`src/rtl/vga_sync_pulse_gen_pkg.sv`:
```
// Shared 640x480@60 raster timing used by the sync and porch stages.
// Totals are derived from the porch/pulse widths, so they cannot disagree.
package vga_sync_pulse_gen_pkg;

  localparam int H_ACTIVE = 640;
  localparam int H_FRONT  = 16;
  localparam int H_PULSE  = 96;
  localparam int H_BACK   = 48;
  localparam int H_TOTAL  =
    H_ACTIVE + H_FRONT + H_PULSE + H_BACK;

  localparam int V_ACTIVE = 480;
  localparam int V_FRONT  = 10;
  localparam int V_PULSE  = 2;
  localparam int V_BACK   = 33;
  localparam int V_TOTAL  =
    V_ACTIVE + V_FRONT + V_PULSE + V_BACK;

  localparam int VGA_COUNT_W = 10;

  typedef struct packed {
    logic h_sync;
    logic v_sync;
    logic frame_start;
  } sync_t;

  localparam sync_t SYNC_RST = '{
    h_sync:      1'b1,
    v_sync:      1'b1,
    frame_start: 1'b0
  };

endpackage

```
`src/rtl/vga_wrap_counter.sv`:
```
// Modulo-MAX counter; o_Wrap flags the enabled step from MAX-1 back to 0.
module vga_wrap_counter
  import vga_sync_pulse_gen_pkg::*;
#(
  parameter int MAX = H_TOTAL,
  parameter int W   = VGA_COUNT_W
) (
  input  logic         CLK,
  input  logic         i_Rst,
  input  logic         i_En,
  output logic [W-1:0] o_Count,
  output logic         o_Wrap
);

  localparam logic [W-1:0] LAST = W'(MAX - 1);

  assign o_Wrap = i_En && (o_Count == LAST);

  always_ff @(posedge CLK) begin
    if (i_Rst) begin
      o_Count <= '0;
    end else if (o_Wrap) begin
      o_Count <= '0;
    end else if (i_En) begin
      o_Count <= o_Count + 1'b1;
    end
  end

endmodule

```
`src/rtl/vga_sync_pulse_gen.sv`:
```
// Free-running raster generator: column/row counts, active-area
// syncs and a frame-start strobe, all registered.
module vga_sync_pulse_gen
  import vga_sync_pulse_gen_pkg::*;
#(
  parameter int TOTAL_COLS  = H_TOTAL,
  parameter int TOTAL_ROWS  = V_TOTAL,
  parameter int ACTIVE_COLS = H_ACTIVE,
  parameter int ACTIVE_ROWS = V_ACTIVE,
  parameter int COUNT_W     = VGA_COUNT_W
) (
  input  logic               CLK,
  input  logic               i_Rst,
  input  logic               i_En,
  output logic               o_H_Sync,
  output logic               o_V_Sync,
  output logic [COUNT_W-1:0] o_Col_Count,
  output logic [COUNT_W-1:0] o_Row_Count,
  output logic               o_Frame_Start
);

  localparam logic [COUNT_W-1:0] ACOL =
    COUNT_W'(ACTIVE_COLS);
  localparam logic [COUNT_W-1:0] AROW =
    COUNT_W'(ACTIVE_ROWS);

  logic               col_wrap;
  logic               row_wrap;
  logic [COUNT_W-1:0] col;
  logic [COUNT_W-1:0] row;
  logic [COUNT_W-1:0] col_nxt;
  logic [COUNT_W-1:0] row_nxt;
  sync_t              sync_q;

  vga_wrap_counter #(
    .MAX (TOTAL_COLS),
    .W   (COUNT_W)
  ) u_col (
    .CLK     (CLK),
    .i_Rst   (i_Rst),
    .i_En    (i_En),
    .o_Count (col),
    .o_Wrap  (col_wrap)
  );

  // col_wrap already carries i_En, so rows step once per line.
  vga_wrap_counter #(
    .MAX (TOTAL_ROWS),
    .W   (COUNT_W)
  ) u_row (
    .CLK     (CLK),
    .i_Rst   (i_Rst),
    .i_En    (col_wrap),
    .o_Count (row),
    .o_Wrap  (row_wrap)
  );

  // Look-ahead counts keep the registered syncs aligned with the counts.
  always_comb begin
    col_nxt = col;
    row_nxt = row;
    if (col_wrap) begin
      col_nxt = '0;
    end else if (i_En) begin
      col_nxt = col + 1'b1;
    end
    if (row_wrap) begin
      row_nxt = '0;
    end else if (col_wrap) begin
      row_nxt = row + 1'b1;
    end
  end

  always_ff @(posedge CLK) begin
    if (i_Rst) begin
      sync_q <= SYNC_RST;
    end else begin
      sync_q.h_sync      <= col_nxt < ACOL;
      sync_q.v_sync      <= row_nxt < AROW;
      sync_q.frame_start <= row_wrap;
    end
  end

  assign o_H_Sync      = sync_q.h_sync;
  assign o_V_Sync      = sync_q.v_sync;
  assign o_Frame_Start = sync_q.frame_start;
  assign o_Col_Count   = col;
  assign o_Row_Count   = row;

endmodule

```
`config.mk`:
```
export PLATFORM = sky130hd
export DESIGN_NAME = vga_sync_pulse_gen
export DESIGN_NICKNAME = d
export VERILOG_FILES = /design/src/rtl/vga_sync_pulse_gen_pkg.sv /design/src/rtl/vga_wrap_counter.sv /design/src/rtl/vga_sync_pulse_gen.sv
export SDC_FILE = /design/constraint.sdc
export NUM_CORES = 1
export LEC_CHECK = 0
export CORE_ASPECT_RATIO = 0.9
export CORE_MARGIN = 2
export CORE_UTILIZATION = 48
export CTS_CLUSTER_SIZE = 20
export DETAILED_ROUTE_END_ITERATION = 12
export PLACE_DENSITY = 0.77
export SLEW_MARGIN = 30
export SYNTH_ARGS = -nofsm -noshare
export SYNTH_HDL_FRONTEND = slang
export SYNTH_SLANG_ARGS = --single-unit
```
`constraint.sdc`:
```
create_clock -name CLK -period 2.01 [get_ports CLK]
set_input_delay 0.3015 -clock CLK [delete_from_list [all_inputs] [get_ports CLK]]
set_output_delay 0.3015 -clock CLK [all_outputs]
set_load 0.01 [all_outputs]
```
==> key figures, run 1 <==
STA
  • Worst Max-Slew Pin Slew: 326 ps
  • Sum Neg Setup Slack: 0 ps
  • RSZ-0062 raised after global routing: false
  • Max-slew headroom: 78.2%
  • Max Clk Rate: 590 MHz
  • Slew Viols, Final: 0
  • Post-route minimum period: 1700 ps
  • Final Setup Violations: 0
  • Period Utilization, post-route: 84.3%
  • Final clock skew: 11.6 ps
  • Hold Fails Final Rpt: 0

Clocking
  • Clock buffer depth: 2
  • Clk slew on worst S/H paths: 130 ps
  • H-tree Lvls: 1
  • CTS tree: done
  • Clock root cell: clkbuf_4
  • CTS sink cnt: 23
  • Num CTS Buffers: 3
  • Post-CTS setup buffer count: 0
  • Worst skew pair latency: 310 ps
  • PostCTS Resize Cnt: 0
  • Hold buffer count at CTS: 0

Synth
  • Synth cell types: 32
  • Post-synthesis xor/xnor area fraction: 13.4%
  • Post-synthesis register bit count: 23
  • Synth Warn #: 0
  • Top_reg_cell synth: dfxtp_1
  • Synth Area in Simple Gates: 29.0%
  • Mapped Cells: 121
  • Area leader, netlist: dfxtp_1
  • Largest family of logic cells by synthesized area: simple AND/OR/NAND/NOR gates
  • Number of flops mapped to enable cells by yosys: 0
  • Mux cell area share after synthesis: 1.80%
  • Synthesized Nets: 127
  • Adder-Cell Fraction of Synth Area: 3.37%
  • Compound-gate portion of the synthesized area: 5.51%
  • Mean Syn Cell Area: 9.19 um^2
  • Synth top cells by count: dfxtp_1, nor2_1, nand2_1, xnor2_1, xor2_1
  • Synth top area cells: dfxtp_1, nor2_1, xnor2_1
  • Mapped cell area: 1110 um^2
  • Share of the synthesized area in the top cell type: 41.4%
  • Ys async rst share: 0%
  • Sequential area share after synthesis: 41.4%

GRT
  • First-pass GRT wire length: 3460 um
  • Initial antenna violation count: 0
  • Grt total ovfl: 0
  • Largest net degree at the start of global routing: 14
  • GRT Util Overall: 17.5%
  • Vias in the first global route: 773

Finish
  • Filler cells: 196
  • Layout area overhead: 25.2%
  • Antenna cells: 0
  • Final #Nets: 154
  • Share of cells above drive strength 1: 8.84%
  • Fin cells: 174

Routing
  • Routed Antenna Nets: 0
  • Routed wl met3: 73 um
  • First-pass DRT Iterations: 4
  • Via/cell ratio: 5.17
  • Routed len/inst: 12.2 um
  • Via count: 899
  • Max layer used: met3
  • Final WL: 2130 um
  • Iter 0 DRT Violations: 6
  • Routed wl met2: 1030 um
  • Residual DRC: 0
  • Wl on met1: 1030 um

Floorplan
  • Initial Utilization: 51.0%
  • Die area: 2720 um^2
  • # rows: 16
  • Num ports: 26
  • Core box area: 2180 um^2
  • Die extent in x: 54.7 um
  • Die Height: 49.7 um

Worst setup path
  • Delay of the slowest critical-path stage: 430 ps
  • Family with the most delay on the worst path: simple AND/OR/NAND/NOR gates
  • Crit path buf inv count: 0
  • Startpoint types: register
  • Critical path type: register to register
  • Reg-to-reg slack, setup: 310 ps
  • RR Endpoint: u_row.o_Count[5]
  • Reg2Reg Depth: 6
  • Reg-to-Reg Start: u_col.o_Count[0]
  • Arrival time at the worst endpoint: 1960 ps
  • Slowest cell on the critical path: dfxtp_1
  • Crit-path cells: ha_1 > and3_1 > and4_4 > nand3_1 > xnor2_1 > nor2b_2
  • Worst endpoint required time: 2280 ps
  • CP Capture Type: register
  • Critical path peak fanout: 9

Power and ir drop
  • Sw Pwr: 0.160 mW
  • Sw frac: 22.3%
  • Comb power frac: 5.3%
  • P_int: 0.555 mW
  • Clock Power Share: 29.6%
  • Max VDD drop: 0.528 mV
  • Pwr Total: 0.714 mW
  • Static leakage: 0.507 nW
  • Reg power frac: 65.1%
  • Pwr dens: 513 nW/um^2

Placed design
  • Cells after DPL: 170
  • PortBufs: 25
  • DP HPWL: 1660 um
  • Final GP Congestion: 0.826

Job
  • Max Cap Violations: 0

Hold path
  • Worst Hold End: u_col.o_Count[1]
  • Worst hold path class: register to register
  • Hold Path Depth: 2
  • Hold Path Origin: u_col.o_Count[1]

Run status
  • Status: finished clean
## how the worst max path moves through the flow
stage	from	to	cells past startpoint
after global routing	u_col.o_Count[0]	u_row.o_Count[5]	6
final	u_col.o_Count[0]	u_row.o_Count[5]	6
after floorplan	u_col.o_Count[0]	o_H_Sync	8
after CTS	u_col.o_Count[7]	o_Col_Count[7]	1
after detailed placement	i_En	u_row.o_Count[5]	6
after global placement	i_En	o_V_Sync	6
## sequential cells by signal (all words and copies together), names as in the netlist
register and count:
u_row.o_Count 10, o_Frame_Start 1, u_col.o_Count 10, o_V_Sync 1, o_H_Sync 1
## cell type report
cell class	count	area (um^2)	area share [%]
inverters	2	7.51	0.539
clock buffers	3	22.5	1.62
multi-input cells	90	591	42.4
well taps	27	33.8	2.43
repair buffers	28	273	19.6
clock inverters	1	5.00	0.359
flip-flops and latches	23	460	33.1
## logic make-up (layout without fill, tap and decap cells)
kind of cell / count (synthesis) / after routing
AOI/OAI and AO/OA: 6 / 6
xor gates and xnor gates: 17 / 17
adders and majority gates: 3 / 3
buffers and inverters: 8 / 34
DFF: 23 / 23
muxes: 2 / 2
and+or+nand+nor: 62 / 62
## power groups by stage
stage / Sequential [mW] / Combinational [mW] / Clock (mW)
after floorplan: 0.477 / 0.0216 / 0
after global placement: 0.475 / 0.0371 / 0
after detailed placement: 0.476 / 0.0383 / 0
after CTS: 0.466 / 0.0386 / 0.224
after global routing: 0.466 / 0.0411 / 0.237
final: 0.465 / 0.0379 / 0.211
## through the flow
stage | utilization [%] | area (um^2) | worst slack [ps] | hold slack (ps)
after global routing | 63.8 | 1390 | 162 | 596
after floorplan | - | 1110 | 203 | 438
after CTS | 63.8 | 1390 | 298 | 569
after detailed placement | 62.6 | 1370 | 129 | 548
after global placement | 62.6 | 1370 | 170 | 533
final | 63.8 | 1390 | 315 | 560
## worst register-to-register path: stages (launching register included)
cell     delay (ps)
dfxtp_1         430
ha_1            190
and3_1          220
and4_4          310
nand3_1         110
xnor2_1         220
nor2b_2         170
## layer usage
| metal | track usage (%) | vias up |
|---|---|---|
| li1 | - | 463 |
| met1 | 23.0 | 423 |
| met2 | 27.6 | 13 |
| met3 | 6.36 | 0 |
| met4 | 2.50 | 0 |
| met5 | 0 | - |
## cell usage in the layout (no fill, tap or decap), drive strengths merged
master,netlist,layout
nand4,5,5
and4,4,4
or2b,1,1
buf,5,3
and3,2,2
nor2b,3,3
mux2i,2,2
nand2b,1,1
nor2,23,23
or3,1,1
xor2,8,8
and4b,1,1
a31oi,1,1
clkinv,0,1
dfxtp,23,23
or2,1,1
nor4,1,1
a31o,1,1
nor3,4,4
ha,3,3
xnor2,9,9
nand3,5,5
and4bb,1,1
o311a,1,1
nand2,9,9
o21ai,1,1
o21bai,1,1
inv,2,2
a21oi,1,1
clkdlybuf4s50,0,25
clkbuf,1,3
No activity file was read; power rests on OpenSTA's default activity.
==> run 2: changes to the inputs <==
CORE_UTILIZATION = 43   (was 48)
PLACE_DENSITY = 0.73   (was 0.77)
clock period = 1.4 ns   (was 2.01 ns; I/O delays follow)
==> run 2 against run 1 <==
Effect of this change: the run now ends with setup timing left; sequential cell count unchanged; hold slack got worse by 13 ps; sequential share of layout area decreased by 5.8 points; die area increased by 11%; critical path depth unchanged; total power increased by 47%; global-route usage increased by 2.4 points; worst setup slack got worse by 470 ps; clock-buffer cell count increased by 1; critical path type unchanged.
==> key figures, run 2 (synthesis gave the netlist of run 1 again) <==
Finish
  • Share of cells above drive strength 1: 39.4% (+31 points)
  • Largest regs: u_col.o_Count x10, u_row.o_Count x10
  • Most common cell after layout, fill and taps aside: buf_4
  • Final #Nets: 182 (+18%)
  • Cell area after layout: 1790 um^2 (+28%)
  • Antenna cells: 0 (unchanged)
  • Fin cells: 203 (+17%)
  • Final core utilization: 73.1% (+9.3 points)
  • Commonest cells after routing, fill and taps aside: buf_4, nor2_1, dlygate4sd2_1
  • Layout area overhead: 60.9%
  • Filler cells: 180 (-8.2%)

Run status
  • Status: finished with violations
  • Failing checks: setup timing

Hold path
  • Hold Path Origin: u_row.o_Count[3]
  • Worst Hold End: u_row.o_Count[3]
  • Hold Path Depth: 2 (unchanged)
  • Worst hold path class: register to register

Routing
  • Via/cell ratio: 5.17 (+0.11%)
  • Via count: 1,050 (+17%)
  • Routed len/inst: 14.5 um (+19%)
  • Residual DRC: 0 (unchanged)
  • Routed Antenna Nets: 0 (unchanged)
  • First-pass DRT Iterations: 5 (+1)
  • Final WL: 2950 um (+38%)
  • Iter 0 DRT Violations: 20 (+14)

GRT
  • Largest net degree at the start of global routing: 13 (-1)
  • Vias in the first global route: 1,004 (+30%)
  • Initial antenna violation count: 0 (unchanged)
  • Grt total ovfl: 0 (unchanged)
  • GRT Util Overall: 19.9% (+2.4 points)
  • First-pass GRT wire length: 4530 um (+31%)

Placed design
  • DP Area: 1570 um^2 (+15%)
  • PortBufs: 25 (unchanged)
  • Final GP Congestion: 0.769 (-7.0%)
  • DP HPWL: 1960 um (+18%)
  • DP Worst Slack: -346 ps (-474 ps)
  • Cells after DPL: 194 (+14%)

STA
  • Post-route minimum period: 1550 ps (-143 ps)
  • RSZ-0062 raised after global routing: true
  • Max Clk Rate: 644 MHz (+9.2%)
  • Hold Fails Final Rpt: 0 (unchanged)
  • Slew Viols, Final: 0 (unchanged)
  • Period Utilization, post-route: 111% (+27 points)
  • Worst Max-Slew Pin Slew: 462 ps (+136 ps)
  • Sum Neg Setup Slack: -611 ps (-611 ps)
  • Final clock skew: 3.07 ps (-8.51 ps)
  • Max-slew headroom: 69.0% (-9.2 points)
  • Hold Worst Slack: 547 ps (-12.8 ps)
  • Final Setup Violations: 11 (+11)
  • Final WS setup: -152 ps (-467 ps)

Worst setup path
  • Critical path peak fanout: 3 (-6)
  • Reg-to-reg slack, setup: -150 ps (-470 ps)
  • Reg2Reg Depth: 6 (unchanged)
  • Startpoint types: register
  • Arrival time at the worst endpoint: 1760 ps (-200 ps)
  • RR Endpoint: o_V_Sync
  • Reg-to-Reg Start: u_col.o_Count[1]
  • CP Capture Type: register
  • Worst endpoint required time: 1610 ps (-670 ps)
  • Critical path type: register to register

Floorplan
  • Die extent in x: 57.6 um (+5.2%)
  • Num ports: 26 (unchanged)
  • Core box area: 2450 um^2 (+12%)
  • Initial Utilization: 45.5% (-5.5 points)
  • Die Height: 52.3 um (+5.2%)
  • Die area: 3010 um^2 (+11%)
  • # rows: 17 (+1)

Clocking
  • CTS tree: done
  • Num CTS Buffers: 3 (unchanged)
  • H-tree Lvls: 1 (unchanged)
  • CTS sink cnt: 23 (unchanged)
  • Worst skew pair latency: 310 ps (about the same)
  • Clock buffer depth: 2 (unchanged)
  • Clk slew on worst S/H paths: 130 ps (about the same)
  • Clock root cell: clkbuf_4

Power and ir drop
  • Static leakage: 0.809 nW (+60%)
  • Pwr Total: 1.05 mW (+47%)
  • Pwr dens: 588 nW/um^2 (+15%)
  • Max VDD drop: 0.402 mV (-24%)

Job
  • Max Cap Violations: 0 (unchanged)
==> run 2: what timing repair did <==
action,CTS,global route
gates cloned,0,1
gates resized for setup,45,21
hold buffers,0,0
setup endpoints to repair,28,17
buffers inserted,3,2
pin swaps,13,7
==> run 2: where the power goes <==
part / internal [mW] / switching (mW)
logic: 0.0422 / 0.0359
registers: 0.655 / 0.00601
clock network: 0.111 / 0.203
total: 0.808 / 0.245
==> run 2: layer usage <==
layer	GRT usage, %	up-vias	part of all wire, %
li1	-	520	-
met1	25.0	499	43
met2	35.0	29	52
met3	2.47	2	4.5
met4	6.98	0	0.64
met5	0	-	0
==> run 2: worst max path at each step <==
stage,start,end,slack (ps),cells after the start
6_report,u_col.o_Count[1],o_V_Sync,-150,6
5_1_grt,u_col.o_Count[1],o_V_Sync,-190,6
4_1_cts,u_col.o_Count[1],o_V_Sync,-90,6
3_5_place_dp,i_En,o_V_Sync,-350,6
3_3_place_gp,i_En,o_V_Sync,-310,6
2_1_floorplan,u_col.o_Count[0],o_V_Sync,-290,9
==> run 2: area by class of cell <==
type	instances	area (um^2)	share of cell area [%]
clock buffers	4	26.3	1.47
well taps	28	35.0	1.96
flip-flops and latches	23	488	27.3
repair buffers	55	473	26.4
multi-input cells	91	759	42.4
inverters	2	7.51	0.420
==> run 2: worst max-delay path, stage by stage (launching register included) <==
cell,delay [ps]
dfxtp_4,380
ha_4,120
and3_4,180
nand4_1,140
or3_4,430
a21oi_4,150
a31oi_2,40
==> run 3: changes to the inputs <==
PLACE_DENSITY = 0.76   (was 0.73)
==> run 3 against run 2 <==
Effect of this change: the run still ends with setup timing left; hold slack improved by 16 ps; register-to-register slack about the same; global-route usage increased by 1.0 points; critical path depth unchanged; routed wire length increased by 2.8%; critical path type unchanged; critical endpoint unchanged.
==> key figures, run 3 (synthesis gave the netlist of run 1 again) <==
Routing
  • Residual DRC: 0 (unchanged)
  • Final WL: 3030 um (+2.8%)
  • First-pass DRT Iterations: 4 (-1)
  • Via count: 1,066 (+1.5%)
  • Routed len/inst: 14.7 um (+1.3%)
  • Iter 0 DRT Violations: 30 (+50%)
  • Routed Antenna Nets: 0 (unchanged)
  • Via/cell ratio: 5.17 (about the same)

Finish
  • Final core utilization: 75.0% (+1.8 points)
  • Final #Nets: 185 (+1.6%)
  • Commonest cells after routing, fill and taps aside: buf_4, dlygate4sd2_1, nor2_1
  • Largest regs: u_col.o_Count x10, u_row.o_Count x10
  • Most common cell after layout, fill and taps aside: buf_4
  • Cell area after layout: 1830 um^2 (+2.5%)
  • Layout area overhead: 64.9%
  • Antenna cells: 0 (unchanged)
  • Share of cells above drive strength 1: 48.3% (+8.9 points)

Floorplan
  • Num ports: 26 (unchanged)
  • Die Height: 52.3 um (unchanged)
  • Die extent in x: 57.6 um (unchanged)
  • Core box area: 2450 um^2 (unchanged)
  • Initial Utilization: 45.5% (unchanged)
  • Die area: 3010 um^2 (unchanged)
  • # rows: 17 (unchanged)

GRT
  • GRT Util Overall: 20.9% (+1.0 points)
  • Vias in the first global route: 1,049 (+4.5%)
  • Largest net degree at the start of global routing: 14 (+1)
  • Grt total ovfl: 0 (unchanged)
  • Initial antenna violation count: 0 (unchanged)
  • First-pass GRT wire length: 4760 um (+5.0%)

STA
  • Slew Viols, Final: 0 (unchanged)
  • RSZ-0062 raised after global routing: true
  • Final clock skew: 5.70 ps (+2.63 ps)
  • Post-route minimum period: 1550 ps (-6.39 ps)
  • Final WS setup: -146 ps (+6.39 ps)
  • Max-slew headroom: 80.6% (+12 points)
  • Period Utilization, post-route: 110% (-0.46 points)
  • Hold Fails Final Rpt: 0 (unchanged)
  • Worst Max-Slew Pin Slew: 289 ps (-173 ps)
  • Max Clk Rate: 647 MHz (+0.41%)
  • Final Setup Violations: 12 (+1)

Worst setup path
  • Slowest cell on the critical path: or3_4
  • Crit-path cells: buf_6 > and4_4 > nand4_1 > or3_4 > a21oi_4 > a31oi_2
  • Critical path peak fanout: 3 (unchanged)
  • Critical path type: register to register
  • Worst endpoint required time: 1610 ps (about the same)
  • CP Capture Type: register
  • Delay of the slowest critical-path stage: 430 ps (about the same)
  • Arrival time at the worst endpoint: 1750 ps (about the same)
  • Startpoint types: register

Placed design
  • DP HPWL: 1970 um (+0.39%)
  • Final GP Congestion: 0.769 (about the same)
  • PortBufs: 25 (unchanged)
  • DP Worst Slack: -334 ps (+12.1 ps)
  • DP Area: 1570 um^2 (unchanged)

Power and ir drop
  • Pwr dens: 575 nW/um^2 (-2.2%)
  • Max VDD drop: 0.617 mV (+53%)
  • Static leakage: 0.817 nW (+1.0%)

Clocking
  • Num CTS Buffers: 3 (unchanged)
  • Clock root cell: clkbuf_4
  • CTS tree: done
  • Clock buffer depth: 2 (unchanged)
  • CTS sink cnt: 23 (unchanged)
  • Hold buffer count at CTS: 0 (unchanged)
  • H-tree Lvls: 1 (unchanged)
  • Clk slew on worst S/H paths: 130 ps (about the same)
  • Worst skew pair latency: 310 ps (about the same)

Run status
  • Failing checks: setup timing
  • Status: finished with violations

Hold path
  • Worst hold path class: register to register

Job
  • Max Cap Violations: 0 (unchanged)
run 3: cell count changes in the layout (fill, tap and decap cells not counted), sizes merged:
cell / before / now
clkinv: 0 / 1
a31o: 2 / 1
clkbuf: 4 / 3
buf: 30 / 34
run 3: worst max-delay path: cells and delay by family (launching register included):
kind / cells / cell delay, ps
AOI/OAI and AO/OA: 2 / 180
buffers and inverters: 1 / 100
DFF: 1 / 370
and+or+nand+nor: 3 / 790
run 3: routing by layer:
metal	vias up	wire [um]	track usage (%)
met2	26	1590	37.7
met3	4	128	5.68
li1	519	-	-
met4	0	39	6.20
met5	-	0	0
met1	517	1270	24.1
run 3: path summary, 6_finish.rpt:
path              slack (ps)  cells past startpoint               end              from
setup / recovery        -150                      6          o_V_Sync  u_row.o_Count[1]
hold / removal           560                      2  u_row.o_Count[9]  u_row.o_Count[9]
setup reg to reg        -150                      6          o_V_Sync  u_row.o_Count[1]
hold reg to reg          560                      2  u_row.o_Count[9]  u_row.o_Count[9]
run 3: power breakdown:
group	leakage [nW]	internal [mW]	switching [mW]	total [mW]
combinational	0.605	0.0460	0.0371	0.0831
clock	0.0177	0.107	0.201	0.308
sequential	0.194	0.658	0.00585	0.664
run 3: cell type report:
class,instances,area [um^2]
inverters,2,7.51
multi-input cells,90,758
clock buffers,3,22.5
flip-flops and latches,23,487
fillers,155,612
clock inverters,1,5.00
repair buffers,59,519
well taps,28,35.0
run 3: timing repair:
| item | in CTS | in global routing |
|---|---|---|
| setup endpoints to repair | 31 | 18 |
| buffers inserted | 7 | 1 |
| pin swaps | 17 | 10 |
| resized for setup | 41 | 33 |
run 3: metrics by stage:
step	std cells	hold WS, ps	setup TNS (ps)	power [mW]
floorplan	121	361	-2680	0.721
global placement	194	542	-4110	0.752
detailed placement	194	558	-4470	0.754
CTS	205	562	-629	1.06
global route	206	572	-1910	1.11
finish	206	563	-1020	1.06
